==> src/rtl/candbank_pkg.sv <==
// Shared sizing and FSM state encoding for the candidate bank controller.
package candbank_pkg;
  localparam int DEPTH_WORDS = 16;
  localparam int WORD_WIDTH  = 16;
  localparam int CNT_W       = $clog2(DEPTH_WORDS + 1);
  localparam int PTR_W       = $clog2(DEPTH_WORDS);

  typedef enum logic [1:0] {
    IDLE,
    WRITE,
    SCAN,
    DONE
  } state_t;
endpackage

==> src/rtl/candbank_max_unit.sv <==
// Running-maximum tracker: the best_* outputs already include this cycle's candidate.
module candbank_max_unit
  import candbank_pkg::*;
(
  input  logic                  clk,
  input  logic                  rst,
  input  logic                  load,
  input  logic                  en,
  input  logic [WORD_WIDTH-1:0] value,
  input  logic [PTR_W-1:0]      index,
  output logic [WORD_WIDTH-1:0] best_val,
  output logic [PTR_W-1:0]      best_idx
);
  logic [WORD_WIDTH-1:0] best_q;
  logic [PTR_W-1:0]      idx_q;
  logic                  take;

  // Strict greater-than, so a tie keeps the earlier index.
  assign take     = load | (en & (value > best_q));
  assign best_val = take ? value : best_q;
  assign best_idx = take ? index : idx_q;

  always_ff @(posedge clk) begin
    if (rst) begin
      best_q <= '0;
      idx_q  <= '0;
    end else if (take) begin
      best_q <= value;
      idx_q  <= index;
    end
  end
endmodule

==> src/rtl/candidate_bank_ctrl.sv <==
// Stores candidate words into an external byte bank and scans them for the maximum.
// state | meaning
// IDLE  | accept an insert or a scan request (round-robin on contention)
// WRITE | one-cycle bank write of the latched word at byte 2*count
// SCAN  | read word ptr, fold into the running max, one word per cycle
// DONE  | publish result, pulse scan_done
module candidate_bank_ctrl #(
  parameter int DEPTH_WORDS = candbank_pkg::DEPTH_WORDS,
  parameter int WORD_WIDTH  = candbank_pkg::WORD_WIDTH
) (
  input  logic                           clk,
  input  logic                           rst,
  input  logic                           clear,
  input  logic                           ins_valid,
  output logic                           ins_ready,
  input  logic [WORD_WIDTH-1:0]          ins_data,
  input  logic                           scan_req,
  output logic                           scan_busy,
  output logic                           scan_done,
  output logic                           best_valid,
  output logic [candbank_pkg::PTR_W-1:0] best_idx,
  output logic [WORD_WIDTH-1:0]          best_val,
  output logic [candbank_pkg::CNT_W-1:0] count,
  output logic                           bank_wr_en,
  output logic [candbank_pkg::PTR_W:0]   bank_index,
  output logic [WORD_WIDTH-1:0]          bank_data_in,
  input  logic [WORD_WIDTH-1:0]          bank_data_out
);
  import candbank_pkg::*;

  state_t                state;
  logic [PTR_W-1:0]      ptr;
  logic [WORD_WIDTH-1:0] data_q;
  logic                  rr_pref_ins;
  logic                  full;
  logic                  last_ptr;
  logic                  scan_grant;
  logic                  ins_grant;
  logic                  unit_load;
  logic                  unit_en;
  logic [WORD_WIDTH-1:0] unit_val;
  logic [PTR_W-1:0]      unit_idx;

  assign full      = (count == CNT_W'(DEPTH_WORDS));
  assign last_ptr  = ((CNT_W'(ptr) + CNT_W'(1)) == count);
  assign unit_en   = (state == SCAN);
  assign unit_load = (state == SCAN) && (ptr == '0);

  always_comb begin
    scan_grant   = (state == IDLE) && scan_req && !clear &&
                   (!ins_valid || full || !rr_pref_ins);
    ins_grant    = (state == IDLE) && ins_valid && !full && !clear && !scan_grant;
    ins_ready    = (state == IDLE) && !full && !clear && !scan_grant;
    bank_wr_en   = (state == WRITE) && !clear;
    bank_index   = '0;
    bank_data_in = '0;
    if (state == WRITE) begin
      bank_index   = {count[PTR_W-1:0], 1'b0};
      bank_data_in = data_q;
    end else if (state == SCAN) begin
      bank_index = {ptr, 1'b0};
    end
  end

  candbank_max_unit u_max (
    .clk      (clk),
    .rst      (rst),
    .load     (unit_load),
    .en       (unit_en),
    .value    (bank_data_out),
    .index    (ptr),
    .best_val (unit_val),
    .best_idx (unit_idx)
  );

  always_ff @(posedge clk) begin
    if (rst) begin
      state       <= IDLE;
      count       <= '0;
      ptr         <= '0;
      data_q      <= '0;
      rr_pref_ins <= 1'b1;
      scan_busy   <= 1'b0;
      scan_done   <= 1'b0;
      best_valid  <= 1'b0;
      best_idx    <= '0;
      best_val    <= '0;
    end else if (clear) begin
      state      <= IDLE;
      count      <= '0;
      ptr        <= '0;
      scan_busy  <= 1'b0;
      scan_done  <= 1'b0;
      best_valid <= 1'b0;
      best_idx   <= '0;
      best_val   <= '0;
    end else begin
      case (state)
        IDLE: begin
          scan_done <= 1'b0;
          if (scan_grant) begin
            rr_pref_ins <= 1'b1;
            ptr         <= '0;
            scan_busy   <= 1'b1;
            if (count == '0) begin
              // Empty bank: report an invalid, zeroed result straight away.
              state      <= DONE;
              scan_done  <= 1'b1;
              best_valid <= 1'b0;
              best_idx   <= '0;
              best_val   <= '0;
            end else begin
              state <= SCAN;
            end
          end else if (ins_grant) begin
            rr_pref_ins <= 1'b0;
            data_q      <= ins_data;
            state       <= WRITE;
          end
        end
        WRITE: begin
          count <= count + 1'b1;
          state <= IDLE;
        end
        SCAN: begin
          ptr <= ptr + 1'b1;
          if (last_ptr) begin
            state      <= DONE;
            scan_done  <= 1'b1;
            best_valid <= 1'b1;
            best_idx   <= unit_idx;
            best_val   <= unit_val;
          end
        end
        DONE: begin
          scan_done <= 1'b0;
          scan_busy <= 1'b0;
          state     <= IDLE;
        end
        default: state <= IDLE;
      endcase
    end
  end
endmodule

==> config.mk <==
export PLATFORM = sky130hd
export DESIGN_NAME = candidate_bank_ctrl
export DESIGN_NICKNAME = d
export VERILOG_FILES = /design/src/rtl/candbank_pkg.sv /design/src/rtl/candbank_max_unit.sv /design/src/rtl/candidate_bank_ctrl.sv
export SDC_FILE = /design/constraint.sdc
export NUM_CORES = 1
export LEC_CHECK = 0
export BUFFER_PORTS_ARGS = -buffer_cell sky130_fd_sc_hd__buf_2
export CAP_MARGIN = 5
export CELL_PAD_IN_SITES_DETAIL_PLACEMENT = 1
export CELL_PAD_IN_SITES_GLOBAL_PLACEMENT = 2
export CORE_MARGIN = 1
export CORE_UTILIZATION = 33
export CTS_BUF_LIST = sky130_fd_sc_hd__clkbuf_8
export CTS_CLUSTER_SIZE = 25
export DETAILED_ROUTE_END_ITERATION = 8
export PLACE_DENSITY = 0.85
export SKIP_CTS_REPAIR_TIMING = 1
export SYNTH_ARGS = -nofsm -noshare
export SYNTH_HDL_FRONTEND = slang
export SYNTH_SLANG_ARGS = --single-unit
==> constraint.sdc <==
create_clock -name clk -period 2.95 [get_ports clk]
set_input_delay 0.295 -clock clk [delete_from_list [all_inputs] [get_ports clk]]
set_output_delay 0.295 -clock clk [all_outputs]
set_load 0.03 [all_outputs]
==> results.cfg <==
[timing]
rsz0062_at_grt = no
worst_slack_ns = 0.356
tightest_slew_ns = 0.935
fin_crit_sh_pct = 87.9
fin_crit_ns = 2.59
fin_skew_ns = 0.00960
max-slew-margin-rel_pct = 37.7
finalSetupViolations = 0
finalHoldViolations = 0
max_freq_mhz = 385
drv_slew = 0
tns_ns = 0

[layout]
layout-drive-gt1-share_pct = 24.4
diodes = 0
finish.instance_area_um2 = 4740
area_growth_pct = 18.7
layout_common_cells = buf_2, dfxtp_1, nand2_1
final_core_util_pct = 40.8
layout_commonest_cell = buf_2
final_nets = 606
fillers = 1420

[clocking]
cts_tree = done
clock_path_buffers = 2
htree_levels = 3
root_buffer = clkbuf_8
cts_sinks = 71
cts_inserted_buffers = 9
clk_latency_ns = 0.35
clk_pin_slew_worst_paths_ns = 0.08

[status]
status = complete, but fails checks
violations = design-rule violations

[critical_path]
critPathKind = reg2reg
crit_required_ns = 3.17
reg2reg_depth = 8
end_kind = register
reg2reg_from = u_max.best_q[15]$_SDFF_PP0_
r2r_end = best_idx[3]$_SDFFE_PP0P_
arrival_ns = 2.82
startpoint_type = register
worstPathMaxFanout = 5
rrSetupSlack_ns = 0.36

[synth]
synth-xor-area-share_pct = 1.97
synth_top_family_by_area = simple AND/OR/NAND/NOR gates
synth_cell_types = 47
ys_seq_area_share_pct = 35.6
yosys_warnings = 0
ys_seq_elements = 71
async_reset_ff_share_pct = 0
synthAdderAreaFrac_pct = 7.52
netlist_instances = 477
netlist_area_um2 = 3990
synth_nets = 538
ys.flop_type = dfxtp_1
synthMuxAreaShare_pct = 5.02
synth_compound_area_share_pct = 18.1
synth-simple-area-share_pct = 24.2
synth_edf_count = 0
syn_area_per_cell_um2 = 8.37

[place]
hpwl_mm = 8.02
port_buffers = 86
place_ws_ns = 0.346
place.gp.congestion = 0.731
dpl-instance-area_um2 = 4500

[drt]
first_pass_iters = 6
viasPerCell = 5.46
drt_iter0_markers = 131
wl_per_cell_um = 17.1
ant_nets = 0
drt-total-wl_mm = 11.8
via_count = 3785
drc = 3

[global_route]
grt_pass1_vias = 3846
grt_max_degree = 42
grt_pass1_wl_mm = 19.5
overflow = 0
gr-usage-all-layers_pct = 19.3
antenna_found_initial = 0

[pwr]
power.leakage_nw = 2.07
ir_drop_mv = 0.239
p_per_area_nw_per_um2 = 461
power.total_w = 0.00218

[die]
die_h_um = 112
rows = 39
core_um2 = 11600
pin_count = 88
dieArea_um2 = 12500
die_w_um = 112
start_util_pct = 34.4

[hold_path]
hold_start = ins_data[12]
hold_depth = 3
hold_class = in2reg
holdPathEnd = data_q[12]$_SDFFE_PP0P_

[job]
drv_cap = 0
==> critical path, stage by stage (launching register included) <==
cell       delay (ns)
dfxtp_1          0.34
inv_1            0.06
ha_1             0.30
nand4_1          0.21
nor4_1           0.37
a21bo_2          0.27
and3_1           0.20
a2111oi_0        0.57
o31ai_1          0.14
==> final cells by class <==
| type | count | area, um2 | area share, % |
|---|---|---|---|
| clock buffer | 9 | 124 | 2.62 |
| clock inverter | 7 | 114 | 2.40 |
| inverter | 27 | 101 | 2.14 |
| multi-input combinational | 337 | 2270 | 47.9 |
| sequential | 71 | 1420 | 30.0 |
| tap | 143 | 179 | 3.78 |
| timing repair buffer | 99 | 528 | 11.1 |
==> per-layer routing <==
metal,vias up,wire length (um),GRT usage [%]
met5,-,0,0
met4,0,141,5.96
met3,9,476,3.76
met2,84,5450,31.1
met1,1836,5750,26.0
li1,1856,-,-
==> cells in the mapped netlist (all sizes together), types with 4 or more instances <==
cell      n  share of area (%)
dfxtp    71                 36
nand2    41                3.9
nand4    38                6.0
nor2     33                3.1
a21oi    31                3.9
inv      26                2.4
clkbuf   25                2.4
nand3    25                3.1
ha       24                7.5
mux2i    20                5.0
o2111ai  20                4.4
and2     17                2.7
buf      17                2.7
a31o     15                3.3
nand2b    9                1.6
o21ai     9                1.2
nor3      6               0.75
xnor2     5                1.1
a211oi    4               0.75
and3      4               0.63
nor2b     4               0.63
o31ai     4               0.75
xor2      4               0.88
==> sequential cells by signal, summed over array words and instances (netlist names), 2 cells and up <==
register      cells
best_idx          4
count             5
u_max.best_q     16
data_q           16
ptr               4
best_val         16
state             2
u_max.idx_q       4
==> worst max path at each step <==
stage / startpoint / to / slack [ns] / cells after the start
final: u_max.best_q[15]$_SDFF_PP0_ / best_idx[3]$_SDFFE_PP0P_ / 0.36 / 8
after global placement: bank_data_out[15] / best_idx[2]$_SDFFE_PP0P_ / 0.44 / 8
after CTS: u_max.best_q[15]$_SDFF_PP0_ / best_idx[3]$_SDFFE_PP0P_ / 0.34 / 8
after floorplan: count[0]$_SDFFE_PP0P_ / best_idx[2]$_SDFFE_PP0P_ / 0.56 / 9
after global routing: u_max.best_q[15]$_SDFF_PP0_ / best_idx[2]$_SDFFE_PP0P_ / 0.07 / 8
after detailed placement: bank_data_out[15] / best_idx[2]$_SDFFE_PP0P_ / 0.35 / 8
==> per-stage QoR <==
stage	cells	hold WS (ns)
after global routing	693	0.164
after CTS	693	0.146
final	693	0.170
after global placement	677	0.434
after detailed placement	677	0.444
after floorplan	477	0.438
==> power by group <==
part	internal (W)	switching (W)
logic	0.0000917	0.000155
registers	0.000980	0.0000125
clock network	0.000557	0.000386
==> kinds of logic after synthesis <==
| kind of cell | after synthesis |
|---|---|
| simple gates | 185 |
| compound gates | 98 |
| flops | 71 |
| buf+inv | 69 |
| fa+ha+maj | 24 |
| mux | 20 |
| xor+xnor | 9 |
| other cells | 1 |
Note: power is estimated with default switching activity, not from simulation.
